==> config.mk <==
export PLATFORM = sky130hd
export DESIGN_NAME = load_store_unit
export DESIGN_NICKNAME = d
export VERILOG_FILES = /design/src/rtl/load_store_unit.sv
export SDC_FILE = /design/constraint.sdc
export NUM_CORES = 1
export LEC_CHECK = 0
export BUFFER_PORTS_ARGS = -buffer_cell sky130_fd_sc_hd__buf_2
export CAP_MARGIN = 0
export CORE_MARGIN = 3
export CORE_UTILIZATION = 50
export CTS_CLUSTER_SIZE = 8
export DETAILED_ROUTE_END_ITERATION = 8
export PLACE_DENSITY = 0.76
export SYNTH_ARGS = -nofsm -noshare
export SYNTH_HDL_FRONTEND = slang
export SYNTH_SLANG_ARGS = --single-unit
==> constraint.sdc <==
create_clock -name clk_i -period 2.3 [get_ports clk_i]
set_input_delay 0.345 -clock clk_i [delete_from_list [all_inputs] [get_ports clk_i]]
set_output_delay 0.345 -clock clk_i [all_outputs]
set_load 0.01 [all_outputs]
==> src/rtl/load_store_unit.sv <==
// Load/store initiator: turns one CPU load/store into one or two word-aligned,
// byte-enabled memory beats, with sign/zero extension of load results.
module load_store_unit #(
    parameter int unsigned MEM_BYTES = 64
) (
    input  logic        clk_i,
    input  logic        rst_ni,
    input  logic        req_valid_i,
    output logic        req_ready_o,
    input  logic        req_we_i,
    input  logic [1:0]  req_size_i,
    input  logic        req_signed_i,
    input  logic [31:0] req_addr_i,
    input  logic [31:0] req_wdata_i,
    output logic        rsp_valid_o,
    output logic [31:0] rsp_rdata_o,
    output logic        rsp_err_o,
    output logic        mem_en_o,
    output logic        mem_we_o,
    output logic [3:0]  mem_be_o,
    output logic [31:0] mem_addr_o,
    output logic [31:0] mem_wdata_o,
    input  logic [31:0] mem_rdata_i
);

    typedef enum logic [2:0] {IDLE, BEAT0, BEAT1, CAPTURE, RESP} state_e;

    state_e      state_q, state_d;
    logic        we_q, we_d;
    logic        sgn_q, sgn_d;
    logic [1:0]  size_q, size_d;
    logic [1:0]  off_q, off_d;
    logic        split_q, split_d;
    logic [3:0]  be1_q, be1_d;
    logic [31:0] data0_q, data0_d;

    logic        req_ready_q, req_ready_d;
    logic        rsp_valid_q, rsp_valid_d;
    logic        rsp_err_q, rsp_err_d;
    logic [31:0] rsp_rdata_q, rsp_rdata_d;
    logic        mem_en_q, mem_en_d;
    logic        mem_we_q, mem_we_d;
    logic [3:0]  mem_be_q, mem_be_d;
    logic [31:0] mem_addr_q, mem_addr_d;
    logic [31:0] mem_wdata_q, mem_wdata_d;

    logic [2:0]  req_bytes;
    logic [7:0]  base_mask;
    logic [7:0]  lane_mask;
    logic        req_err;
    logic [5:0]  req_sh;
    logic [31:0] wdata_rot;

    // Request decode; lane_mask spans both beats (bits 7:4 are beat 1 lanes)
    always_comb begin
        req_bytes = 3'd4;
        base_mask = 8'h0F;
        case (req_size_i)
            2'b00: begin
                req_bytes = 3'd1;
                base_mask = 8'h01;
            end
            2'b01: begin
                req_bytes = 3'd2;
                base_mask = 8'h03;
            end
            default: begin
                req_bytes = 3'd4;
                base_mask = 8'h0F;
            end
        endcase
        lane_mask = 8'(base_mask << req_addr_i[1:0]);
        req_err   = (req_size_i == 2'b11) ||
                    (({1'b0, req_addr_i} + 33'(req_bytes)) > 33'(MEM_BYTES));
        req_sh    = {req_addr_i[1:0], 3'b000};
        wdata_rot = (req_wdata_i << req_sh) | (req_wdata_i >> (6'd32 - req_sh));
    end

    logic [31:0] w0;
    logic [5:0]  ld_sh;
    logic [31:0] ld_raw;
    logic [31:0] ld_result;

    // Load assembly: beat-0 word is held in data0_q only when a second beat followed
    always_comb begin
        w0     = split_q ? data0_q : mem_rdata_i;
        ld_sh  = {off_q, 3'b000};
        ld_raw = 32'({mem_rdata_i, w0} >> ld_sh);
        case (size_q)
            2'b00:   ld_result = {{24{sgn_q & ld_raw[7]}}, ld_raw[7:0]};
            2'b01:   ld_result = {{16{sgn_q & ld_raw[15]}}, ld_raw[15:0]};
            default: ld_result = ld_raw;
        endcase
    end

    always_comb begin
        state_d     = state_q;
        we_d        = we_q;
        sgn_d       = sgn_q;
        size_d      = size_q;
        off_d       = off_q;
        split_d     = split_q;
        be1_d       = be1_q;
        data0_d     = data0_q;
        rsp_valid_d = 1'b0;
        rsp_err_d   = 1'b0;
        rsp_rdata_d = 32'd0;
        mem_en_d    = 1'b0;
        mem_we_d    = 1'b0;
        mem_be_d    = 4'd0;
        mem_addr_d  = 32'd0;
        mem_wdata_d = 32'd0;

        case (state_q)
            IDLE: begin
                if (req_valid_i) begin
                    we_d    = req_we_i;
                    sgn_d   = req_signed_i;
                    size_d  = req_size_i;
                    off_d   = req_addr_i[1:0];
                    split_d = |lane_mask[7:4];
                    be1_d   = lane_mask[7:4];
                    if (req_err) begin
                        state_d     = RESP;
                        rsp_valid_d = 1'b1;
                        rsp_err_d   = 1'b1;
                    end else begin
                        state_d     = BEAT0;
                        mem_en_d    = 1'b1;
                        mem_we_d    = req_we_i;
                        mem_be_d    = lane_mask[3:0];
                        mem_addr_d  = {req_addr_i[31:2], 2'b00};
                        mem_wdata_d = wdata_rot;
                    end
                end
            end
            BEAT0: begin
                if (split_q) begin
                    state_d     = BEAT1;
                    mem_en_d    = 1'b1;
                    mem_we_d    = we_q;
                    mem_be_d    = be1_q;
                    mem_addr_d  = mem_addr_q + 32'd4;
                    mem_wdata_d = mem_wdata_q;
                end else if (we_q) begin
                    state_d     = RESP;
                    rsp_valid_d = 1'b1;
                end else begin
                    state_d = CAPTURE;
                end
            end
            BEAT1: begin
                data0_d = mem_rdata_i;
                if (we_q) begin
                    state_d     = RESP;
                    rsp_valid_d = 1'b1;
                end else begin
                    state_d = CAPTURE;
                end
            end
            CAPTURE: begin
                state_d     = RESP;
                rsp_valid_d = 1'b1;
                rsp_rdata_d = ld_result;
            end
            RESP: begin
                state_d = IDLE;
            end
            default: begin
                state_d = IDLE;
            end
        endcase

        req_ready_d = (state_d == IDLE);
    end

    always_ff @(posedge clk_i or negedge rst_ni) begin
        if (!rst_ni) begin
            state_q     <= IDLE;
            we_q        <= 1'b0;
            sgn_q       <= 1'b0;
            size_q      <= 2'd0;
            off_q       <= 2'd0;
            split_q     <= 1'b0;
            be1_q       <= 4'd0;
            data0_q     <= 32'd0;
            req_ready_q <= 1'b1;
            rsp_valid_q <= 1'b0;
            rsp_err_q   <= 1'b0;
            rsp_rdata_q <= 32'd0;
            mem_en_q    <= 1'b0;
            mem_we_q    <= 1'b0;
            mem_be_q    <= 4'd0;
            mem_addr_q  <= 32'd0;
            mem_wdata_q <= 32'd0;
        end else begin
            state_q     <= state_d;
            we_q        <= we_d;
            sgn_q       <= sgn_d;
            size_q      <= size_d;
            off_q       <= off_d;
            split_q     <= split_d;
            be1_q       <= be1_d;
            data0_q     <= data0_d;
            req_ready_q <= req_ready_d;
            rsp_valid_q <= rsp_valid_d;
            rsp_err_q   <= rsp_err_d;
            rsp_rdata_q <= rsp_rdata_d;
            mem_en_q    <= mem_en_d;
            mem_we_q    <= mem_we_d;
            mem_be_q    <= mem_be_d;
            mem_addr_q  <= mem_addr_d;
            mem_wdata_q <= mem_wdata_d;
        end
    end

    assign req_ready_o = req_ready_q;
    assign rsp_valid_o = rsp_valid_q;
    assign rsp_err_o   = rsp_err_q;
    assign rsp_rdata_o = rsp_rdata_q;
    assign mem_en_o    = mem_en_q;
    assign mem_we_o    = mem_we_q;
    assign mem_be_o    = mem_be_q;
    assign mem_addr_o  = mem_addr_q;
    assign mem_wdata_o = mem_wdata_q;

endmodule

==> flow_metrics.tcl, run 1 <==
set metrics [dict create \
    gr-total-overflow 0 \
    wl_per_cell_um 18.0 \
    setup_slack_ns -0.119 \
    layout_common_cells "buf_2, dfrtp_1, nand2_1" \
    synthMuxAreaShare 0.187 \
    fillerInstances 1468 \
    timing.critical_path.cells "buf_12, nor2_4, ha_4, fa_2, a21oi_4, nor2_1, buf_4, and3_1, mux2i_1, a21oi_4, nand2_4, buf_12, o31ai_2" \
    crit_type "in -> reg" \
    die_h_um 142 \
    cp_max_fo 19 \
    finalHoldViolations 0 \
    synthCells 983 \
    outcome "complete, but fails checks" \
    hpwl_mm 19.2 \
    placed_area_um2 11200 \
    ys.flop_type "dfrtp_1" \
    syn_area_per_cell_um2 9.46 \
    worstPathArrival_ns 2.74 \
    setup.worst_path.end "mem_wdata_o[28]" \
    cp.depth 13 \
    critPathCaptureType "flip-flop" \
    rows 49 \
    reg2reg_depth 8 \
    synth_fa_ha_area_frac 0.00888 \
    design_area_um2 12200 \
    maxCapViolCount 0 \
    cts_buffer_depth 2 \
    worstHoldPathType "in -> reg" \
    root_buffer "clkbuf_16" \
    cts_made_buffers 17 \
    antenna_found_initial 1 \
    grt.met1_usage 0.362 \
    drtIter0Drc 505 \
    dieWidth_um 142 \
    setup_viol 45 \
    final_common_cell "buf_2" \
    maxSlewHeadroom 0.448 \
    cp.buffers_inverters 3 \
    stdcell_count 1486 \
    wl_mm 26.7 \
    vias_per_cell 5.80 \
    max_freq_mhz 413 \
    cts.sinks 148 \
    yosys.area_share.simple 0.179 \
    drcViolationCount 0 \
    fin_crit_sh 1.05 \
    grt_use_total 0.256 \
    synth_cell_type_count 71 \
    r2r_slack_ns 0.17 \
    ys_warn_count 0 \
    slew_viol_final 0 \
    violations "negative setup slack" \
    clock_latency_ns 0.42 \
    netlist_area_um2 9300 \
    multi_input_area_um2 5510 \
    max_slew.worst_pin.slew_ns 0.828 \
    rsz0062_at_grt "true" \
    grt_max_degree 64 \
    postRouteAntennaNets 0 \
    critPathSlowestCell "fa_2" \
    r2r-end "rsp_rdata_o[28]" \
    grt_pass1_wl_mm 42.2 \
    peakVddDrop_uv 491 \
    p_leak_nw 5.77 \
    drive_gt1_frac 0.382 \
    grt_pass1_vias 8246 \
    ys_async_sr_fraction 1.00 \
    synthToLayoutAreaGrowth_pct 31.0 \
    synth_edf_count 0 \
    met2_usage 0.405 \
    synthXorXnorAreaFrac 0.0320 \
    whs_ns 0.154 \
    fin_worst_skew_ns 0.00755 \
    finalWeightedCongestion 0.952 \
    vias 8624 \
    start_kind "input pin" \
    fin_nets 1352 \
    dp_cells 1445 \
    critPathMaxStageDelay_ns 0.41 \
    synth_compound_area_frac 0.154 \
    ys_ff_latch 148 \
    io_buffers 205 \
    grt.busiest_layer "met2" \
    dieArea_um2 20300 \
    core-area_um2 18100 \
    start_util 0.513 \
    path_delay_family "compound AO/OA/AOI/OAI gates" \
    final.setup.tns_ns -2.80 \
    cts_tree "yes" \
    ff_latch_area_um2 3710 \
    startpoint "req_size_i[1]" \
    grtUsageMet3 0.0417 \
    required_ns 2.62 \
    first_pass_iters 5 \
    powerDensity_nw_per_um2 563 \
    io_pins 208 \
    cts_max_level 4 \
    synth_top_family_by_area "multiplexers" \
    clk_pin_slew_ns 0.06 \
    ys_seq_area_frac 0.398 \
    fin_crit_ns 2.42 \
    reg2reg_from "split_q" \
]
worst reg2reg max path, cell delays in order, from the launching register on:
cell	delay (ns)
dfrtp_2	0.47
mux4_2	0.57
mux2i_2	0.25
nor2_1	0.07
a21oi_1	0.12
nor2b_1	0.06
o21bai_1	0.17
buf_6	0.20
a21oi_1	0.09
metal layers:
metal,vias to the layer above,wire length (um)
met5,-,0
met4,0,563
met3,34,1520
met2,323,12600
met1,4156,12000
li1,4111,-
registers in the layout, indices dropped and copies added, names as in the netlist, 2 cells and up:
name / flops
data0_q: 32
size_q: 2
off_q: 2
mem_be_o: 4
mem_wdata_o: 32
rsp_rdata_o: 32
be1_q: 3
mem_addr_o: 30
state_q: 3
worst min path at each step:
stage	slack, ns	endpoint	cells after the start	start
after global placement	0.30	mem_wdata_o[21]	1	rst_ni
after CTS	0.13	sgn_q	3	req_signed_i
final	0.15	we_q	3	req_we_i
after global routing	0.16	sgn_q	3	req_signed_i
after detailed placement	0.30	mem_wdata_o[21]	1	rst_ni
after floorplan	0.05	be1_q[0]	0	rst_ni
layout make-up:
type	instances	share of cell area
antenna	1	0.000205
multi-input combinational	752	0.452
clock buffer	17	0.0349
clock inverter	15	0.0161
timing repair buffer	314	0.166
sequential	148	0.304
tap	229	0.0235
inverter	10	0.00308
where the power goes:
| part | total [mW] | leakage [nW] | internal, mW | switching, mW |
|---|---|---|---|---|
| sequential | 2.67 | 2.04 | 2.63 | 0.0361 |
| clock | 2.90 | 0.300 | 1.74 | 1.16 |
| combinational | 1.29 | 3.43 | 0.562 | 0.729 |
| total | 6.86 | 5.77 | 4.94 | 1.93 |
cells by family after synthesis:
group / Yosys count
AO/OA/AOI/OAI: 211
XOR/XNOR: 34
adder cells (fa/ha/maj): 6
buffers and inverters: 84
flip-flops: 148
multiplexers: 156
other: 1
AND/OR/NAND/NOR: 343
Yosys cell counts (all sizes together), types with 2 or more instances:
library cell / n / area (um^2)
a211oi: 9 / 72.6
a21o: 2 / 15.0
a21oi: 66 / 349
a221oi: 8 / 70.1
a22oi: 5 / 37.5
a31oi: 4 / 25.0
and2: 5 / 31.3
and3: 10 / 62.6
and4: 3 / 26.3
buf: 34 / 195
clkbuf: 40 / 150
dfrtp: 147 / 3680
ha: 5 / 62.6
inv: 10 / 37.5
mux2: 50 / 563
mux2i: 97 / 971
mux4: 9 / 203
nand2: 106 / 405
nand3: 34 / 175
nand4: 30 / 194
nand4b: 3 / 26.3
nor2: 95 / 359
nor2b: 2 / 12.5
nor3: 17 / 90.1
nor3b: 4 / 30.0
nor4: 6 / 58.8
o211ai: 4 / 30.0
o21a: 4 / 30.0
o21ai: 53 / 265
o21bai: 2 / 15.0
o221ai: 4 / 35.0
o22ai: 11 / 68.8
o31ai: 28 / 310
o32a: 2 / 20.0
or2: 4 / 25.0
or3: 18 / 113
xnor2: 16 / 140
xor2: 18 / 158
stage by stage:
step                      worst slack, ns  power (mW)   util
after CTS                         -0.0304        6.89  0.658
final                              -0.119        6.86  0.671
after detailed placement           -0.647        3.95  0.619
after global placement             -0.580        3.93  0.619
after floorplan                    -0.350        3.48      -
after global routing               -0.244        7.13  0.671
repair_timing:
item / 4_1_cts / 5_1_grt
setup buffers: 2 / 3
setup endpoints to repair: 47 / 69
gates cloned: 0 / 2
pin swaps: 19 / 13
hold buffers: 1 / 0
endpoints found under the hold margin: 42 / 0
gates resized for setup: 17 / 37
Note: power is estimated with default switching activity, not from simulation.
==> run 2, diff against run 1 <==
==> constraint.sdc (replaced) <==
create_clock -name clk_i -period 2.3 [get_ports clk_i]
set_input_delay 0.115 -clock clk_i [delete_from_list [all_inputs] [get_ports clk_i]]
set_output_delay 0.115 -clock clk_i [all_outputs]
set_load 0.01 [all_outputs]
==> run 2 against run 1 <==
  * The run now ends clean
  * First-iteration DRC count grew 27%
  * Fmax increased by 5.6%
  * Setup slack improved by 0.13 ns
  * Hold slack worse by 0.13 ns
  * Cell count about the same
  * Flip-flop and latch count unchanged
  * Global-route usage rose by 0.98 points
  * Count of clock-buffer cells in the layout did not move
  * Die area unchanged
  * Power up 0.64%
  * Combinational power about the same
==> flow_metrics.tcl, run 2 (synthesized netlist as in run 1, its figures left out) <==
set metrics [dict create \
    outcome "finished clean" \
    required_ns 2.61 \
    wl_mm 27.4 \
    pwr-share-seq 0.386 \
    p_int_mw 4.94 \
    cts_max_level 4 \
    critPathCaptureType "flip-flop" \
    slew_viol_final 0 \
    worstPathArrival_ns 2.60 \
    core-area_um2 18100 \
    wl_per_cell_um 18.4 \
    dieWidth_um 142 \
    cp_max_fo 7 \
    rsz0062_at_grt "true" \
    p_leak_nw 5.74 \
    postRouteAntennaNets 0 \
    worstHoldStart "req_addr_i[5]" \
    final_common_cell "buf_2" \
    critPathSlowestCell "fa_2" \
    r2r-end "rsp_rdata_o[10]" \
    whs_ns 0.0277 \
    reg2reg_depth 5 \
    p_switching_mw 1.96 \
    io_pins 208 \
    cts_made_buffers 17 \
    drive_gt1_frac 0.347 \
    start_kind "input pin" \
    diodes 0 \
    maxCapViolCount 0 \
    final.setup.tns_ns 0 \
    fin_worst_skew_ns 0.00918 \
    first_pass_iters 6 \
    rows 49 \
    max_slew.worst_pin.slew_ns 0.969 \
    fin_nets 1354 \
    dieArea_um2 20300 \
    cts_buffer_depth 2 \
    cts_tree "yes" \
    grt_max_degree 75 \
    powerDensity_nw_per_um2 561 \
    fin_crit_ns 2.29 \
    setup_viol 0 \
    root_buffer "clkbuf_16" \
    timing.critical_path.cells "buf_12, nor2_4, ha_4, fa_2, a21oi_4, nor4_4, xnor2_1, o211ai_1, a2111oi_2, nand4b_1, buf_4, buf_6, o32a_1" \
    grt_pass1_wl_mm 43.5 \
    io_buffers 205 \
    pwr-share-comb 0.189 \
    path_delay_family "compound AO/OA/AOI/OAI gates" \
    grt_use_total 0.266 \
    vias_per_cell 5.93 \
    cp.buffers_inverters 3 \
    die_h_um 142 \
    critPathMaxStageDelay_ns 0.40 \
    sw_frac_of_total 0.284 \
    clk_pin_slew_ns 0.06 \
    vias 8823 \
    fin_crit_sh 0.997 \
    clock_latency_ns 0.42 \
    reg2reg_from "split_q" \
    maxSlewHeadroom 0.353 \
    antenna_found_initial 0 \
    holdPathStages 3 \
    crit_type "in -> reg" \
    hold-path-endpoint "mem_addr_o[5]" \
    clkPwrFrac 0.425 \
    cts.sinks 148 \
    r2r_slack_ns 0.21 \
    synthToLayoutAreaGrowth_pct 32.3 \
    peakVddDrop_uv 493 \
    layout_common_cells "buf_2, dfrtp_1, nand2_1" \
    finalWeightedCongestion 0.930 \
    drcViolationCount 0 \
    hpwl_mm 19.2 \
    gr-total-overflow 0 \
    drtIter0Drc 640 \
    worstHoldPathType "in -> reg" \
    stdcell_count 1487 \
    dp_cells 1415 \
    finalHoldViolations 0 \
    grt_pass1_vias 8452 \
    start_util 0.513 \
    max_freq_mhz 436 \
]
[run 2: changes by cell type in the layout (fill, tap and decap cells not counted), moves of 6 or more]
cell           delta
dlygate4sd3_1    +35
o31ai_2           -6
buf_4            -35
o21ai_2           -6
[run 2: how the worst max path moves through the flow]
stage | from | endpoint | depth (start not counted)
floorplan | req_size_i[0] | rsp_valid_o | 12
global placement | req_size_i[1] | mem_wdata_o[0] | 14
detailed placement | req_size_i[1] | mem_wdata_o[0] | 13
CTS | req_size_i[1] | mem_wdata_o[0] | 13
global route | req_size_i[1] | state_q[2] | 13
finish | req_size_i[1] | state_q[2] | 13
[run 2: timing repair]
item,CTS,global route
endpoints found under the hold margin,106,0
gates resized for setup,0,55
setup endpoints to repair,0,66
buffers inserted,0,2
hold buffers,36,0
[run 2: routing by layer]
metal / wire length (um) / GRT usage / up-vias
li1: - / - / 4114
met3: 1950 / 0.0433 / 55
met5: 0 / 0 / -
met2: 13000 / 0.428 / 415
met4: 670 / 0.0900 / 0
met1: 11800 / 0.367 / 4239
[run 2: layout make-up]
cell class                 count  area (um^2)
timing repair buffer         316         2150
clock inverter                15          195
multi-input combinational    752         5510
inverter                      10         37.5
clock buffer                  17          425
tap                          229          287
fill                        1433         5840
sequential                   148         3710
[run 2: worst min-delay path: stages]
cell,delay (ns)
buf_2,0.13
inv_1,0.07
o31ai_1,0.08
[run 2: power by group through the flow]
stage / logic [mW] / clock network, mW / registers (mW)
5_1_grt: 1.42 / 3.06 / 2.67
3_3_place_gp: 1.19 / 0 / 2.72
4_1_cts: 1.26 / 2.96 / 2.67
6_report: 1.31 / 2.93 / 2.67
3_5_place_dp: 1.21 / 0 / 2.72
2_1_floorplan: 0.786 / 0 / 2.70
[run 2: per-stage QoR]
| step | cell area [um^2] | power [mW] | worst slack [ns] | util |
|---|---|---|---|---|
| 5_1_grt | 12300 | 7.16 | -0.0534 | 0.678 |
| 4_1_cts | 12000 | 6.89 | 0.0155 | 0.661 |
| 2_1_floorplan | 9470 | 3.48 | -0.118 | - |
| 3_5_place_dp | 11000 | 3.92 | -0.458 | 0.607 |
| 3_3_place_gp | 11000 | 3.90 | -0.348 | 0.607 |
| 6_report | 12300 | 6.91 | 0.00802 | 0.678 |
==> run 3, diff against run 2 <==
- clock period: 2.3 -> 2 ns (I/O delays scaled with it)
==> run 3 against run 2 <==
  * The flow now finishes with violations (negative setup slack)
  * Die area unchanged
  * Global-route usage up 0.64 points
  * Count of clock-buffer cells in the layout up 2
  * Critical path depth up 1
  * Routed wire length up 2.7%
  * Final area up 2.9%
  * Core utilization up 2.0 points
  * Critical path type unchanged
  * Critical endpoint is now mem_addr_o[6]
==> flow_metrics.tcl, run 3 (synthesized netlist as in run 1, its figures left out) <==
set metrics [dict create \
    vias_per_cell 5.88 \
    fin_crit_ns 2.28 \
    root_buffer "clkbuf_16" \
    rsz0062_at_grt "true" \
    clkPwrFrac 0.395 \
    postRouteAntennaNets 0 \
    outcome "complete, but fails checks" \
    core-area_um2 18100 \
    ff_latch_area_um2 3710 \
    dieWidth_um 142 \
    pwr-share-seq 0.396 \
    slew_viol_final 0 \
    p_switching_mw 2.22 \
    violations "negative setup slack" \
    setup_viol 47 \
    synthToLayoutAreaGrowth_pct 36.2 \
    grt_max_degree 64 \
    critPathCaptureType "flip-flop" \
    fin_worst_skew_ns 0.00936 \
    layout_common_cells "buf_2, dfrtp_1, buf_4" \
    p_leak_nw 6.00 \
    cp.buffers_inverters 4 \
    grt_use_total 0.272 \
    vias 9075 \
    worstHoldPathType "in -> reg" \
    stdcell_count 1544 \
    drive_gt1_frac 0.384 \
    p_int_mw 5.53 \
    clock_latency_ns 0.41 \
    drtIter0Drc 568 \
    die_h_um 142 \
    grt_pass1_vias 8789 \
    required_ns 2.31 \
    worstPathArrival_ns 2.60 \
    path_delay_family "compound AO/OA/AOI/OAI gates" \
    pwr-share-comb 0.209 \
    io_pins 208 \
    max_freq_mhz 438 \
    gr-total-overflow 0 \
    wl_mm 28.2 \
    cts_buffer_depth 2 \
    timing.critical_path.cells "buf_8, nor2_4, ha_4, fa_2, buf_6, a21oi_4, nor2_1, buf_4, and3_1, mux2i_1, a21oi_4, nand4_1, buf_4, o31ai_4" \
    maxSlewHeadroom 0.449 \
    max_slew.worst_pin.slew_ns 0.827 \
    drcViolationCount 0 \
    fin_crit_sh 1.14 \
    wl_per_cell_um 18.2 \
    dp_slack_ns -0.710 \
    dp_cells 1466 \
    crit_type "in -> reg" \
    dieArea_um2 20300 \
    io_buffers 205 \
    rows 49 \
    start_util 0.513 \
    cts_max_level 4 \
    antenna_found_initial 1 \
    start_kind "input pin" \
    powerDensity_nw_per_um2 611 \
    cts_made_buffers 17 \
    multi_input_area_um2 5510 \
    critPathSlowestCell "fa_2" \
    whs_ns 0.0869 \
    first_pass_iters 4 \
    grt_pass1_wl_mm 44.7 \
    final_common_cell "buf_2" \
    finalHoldViolations 0 \
    maxCapViolCount 0 \
    cp_max_fo 5 \
    setup_slack_ns -0.282 \
    cts_tree "yes" \
    clk_pin_slew_ns 0.06 \
    fin_nets 1410 \
    peakVddDrop_uv 524 \
    fillerInstances 1369 \
    critPathMaxStageDelay_ns 0.35 \
    cts.sinks 148 \
    hpwl_mm 19.9 \
    finalWeightedCongestion 0.899 \
    sw_frac_of_total 0.287 \
]
==> run 3: cell types whose count changed in the layout (fill, tap and decap cells not counted), sizes merged <==
cell	delta
buf	+57
bufinv	-2
clkinv	+2
clkbuf	+1
clkinvlp	-1
diode	+1
inv	-1
==> run 3: routing by layer <==
metal,up-vias,global-route usage,wire length [um],share of wire
met5,-,0,0,0
met4,0,0.0975,721,0.026
met3,53,0.0407,1980,0.070
met2,408,0.452,13800,0.49
met1,4382,0.364,11600,0.41
li1,4232,-,-,-
==> run 3: path summary, 6_finish.rpt <==
path                                  from              end  slack [ns]  depth (start not counted)
setup / recovery             req_size_i[1]    mem_addr_o[6]       -0.28                         14
hold / removal               req_size_i[0]        size_q[0]        0.09                          4
setup reg to reg                   split_q  rsp_rdata_o[17]        0.02                          8
hold reg to reg            mem_wdata_o[24]  mem_wdata_o[24]        0.48                          2
max in group asynchronous           rst_ni  mem_wdata_o[13]        1.18                          3
min in group asynchronous           rst_ni  mem_wdata_o[12]        0.14                          2
==> run 3: final cells by class <==
cell class,instances,share of cell area
multi-input cells,752,0.435
flip-flops and latches,148,0.293
repair buffers,372,0.202
clock buffers,19,0.0350
well taps,229,0.0226
clock inverters,13,0.00968
inverters,10,0.00296
diodes,1,0.000197
==> run 3: worst min-delay path, delay by kind of cell <==
kind / cells / cell delay, ns
buffers and inverters: 2 / 0.24
and+or+nand+nor: 2 / 0.12
==> run 3: per-stage QoR <==
step	util	area, um^2	power, mW	TNS (ns)
3_5_place_dp	0.631	11400	4.59	-29.54
5_1_grt	0.698	12700	8.05	-16.32
2_1_floorplan	-	9500	4.01	-15.48
6_report	0.698	12700	7.75	-9.70
4_1_cts	0.690	12500	7.72	-7.65
3_3_place_gp	0.631	11400	4.56	-27.79
==> run 3: power groups by stage <==
| stage | registers [mW] | logic (mW) | clock network, mW |
|---|---|---|---|
| finish | 3.07 | 1.62 | 3.06 |
| global route | 3.07 | 1.76 | 3.23 |
| CTS | 3.06 | 1.56 | 3.09 |
| detailed placement | 3.12 | 1.47 | 0 |
| global placement | 3.11 | 1.44 | 0 |
| floorplan | 3.10 | 0.908 | 0 |
==> run 3: timing repair <==
action / 4_1_cts / 5_1_grt
pin swaps: 18 / 12
setup endpoints to repair: 60 / 71
gates resized for setup: 30 / 20
endpoints found under the hold margin: 144 / 0
cloned: 0 / 0
hold buffers: 36 / 0
setup buffers: 4 / 6
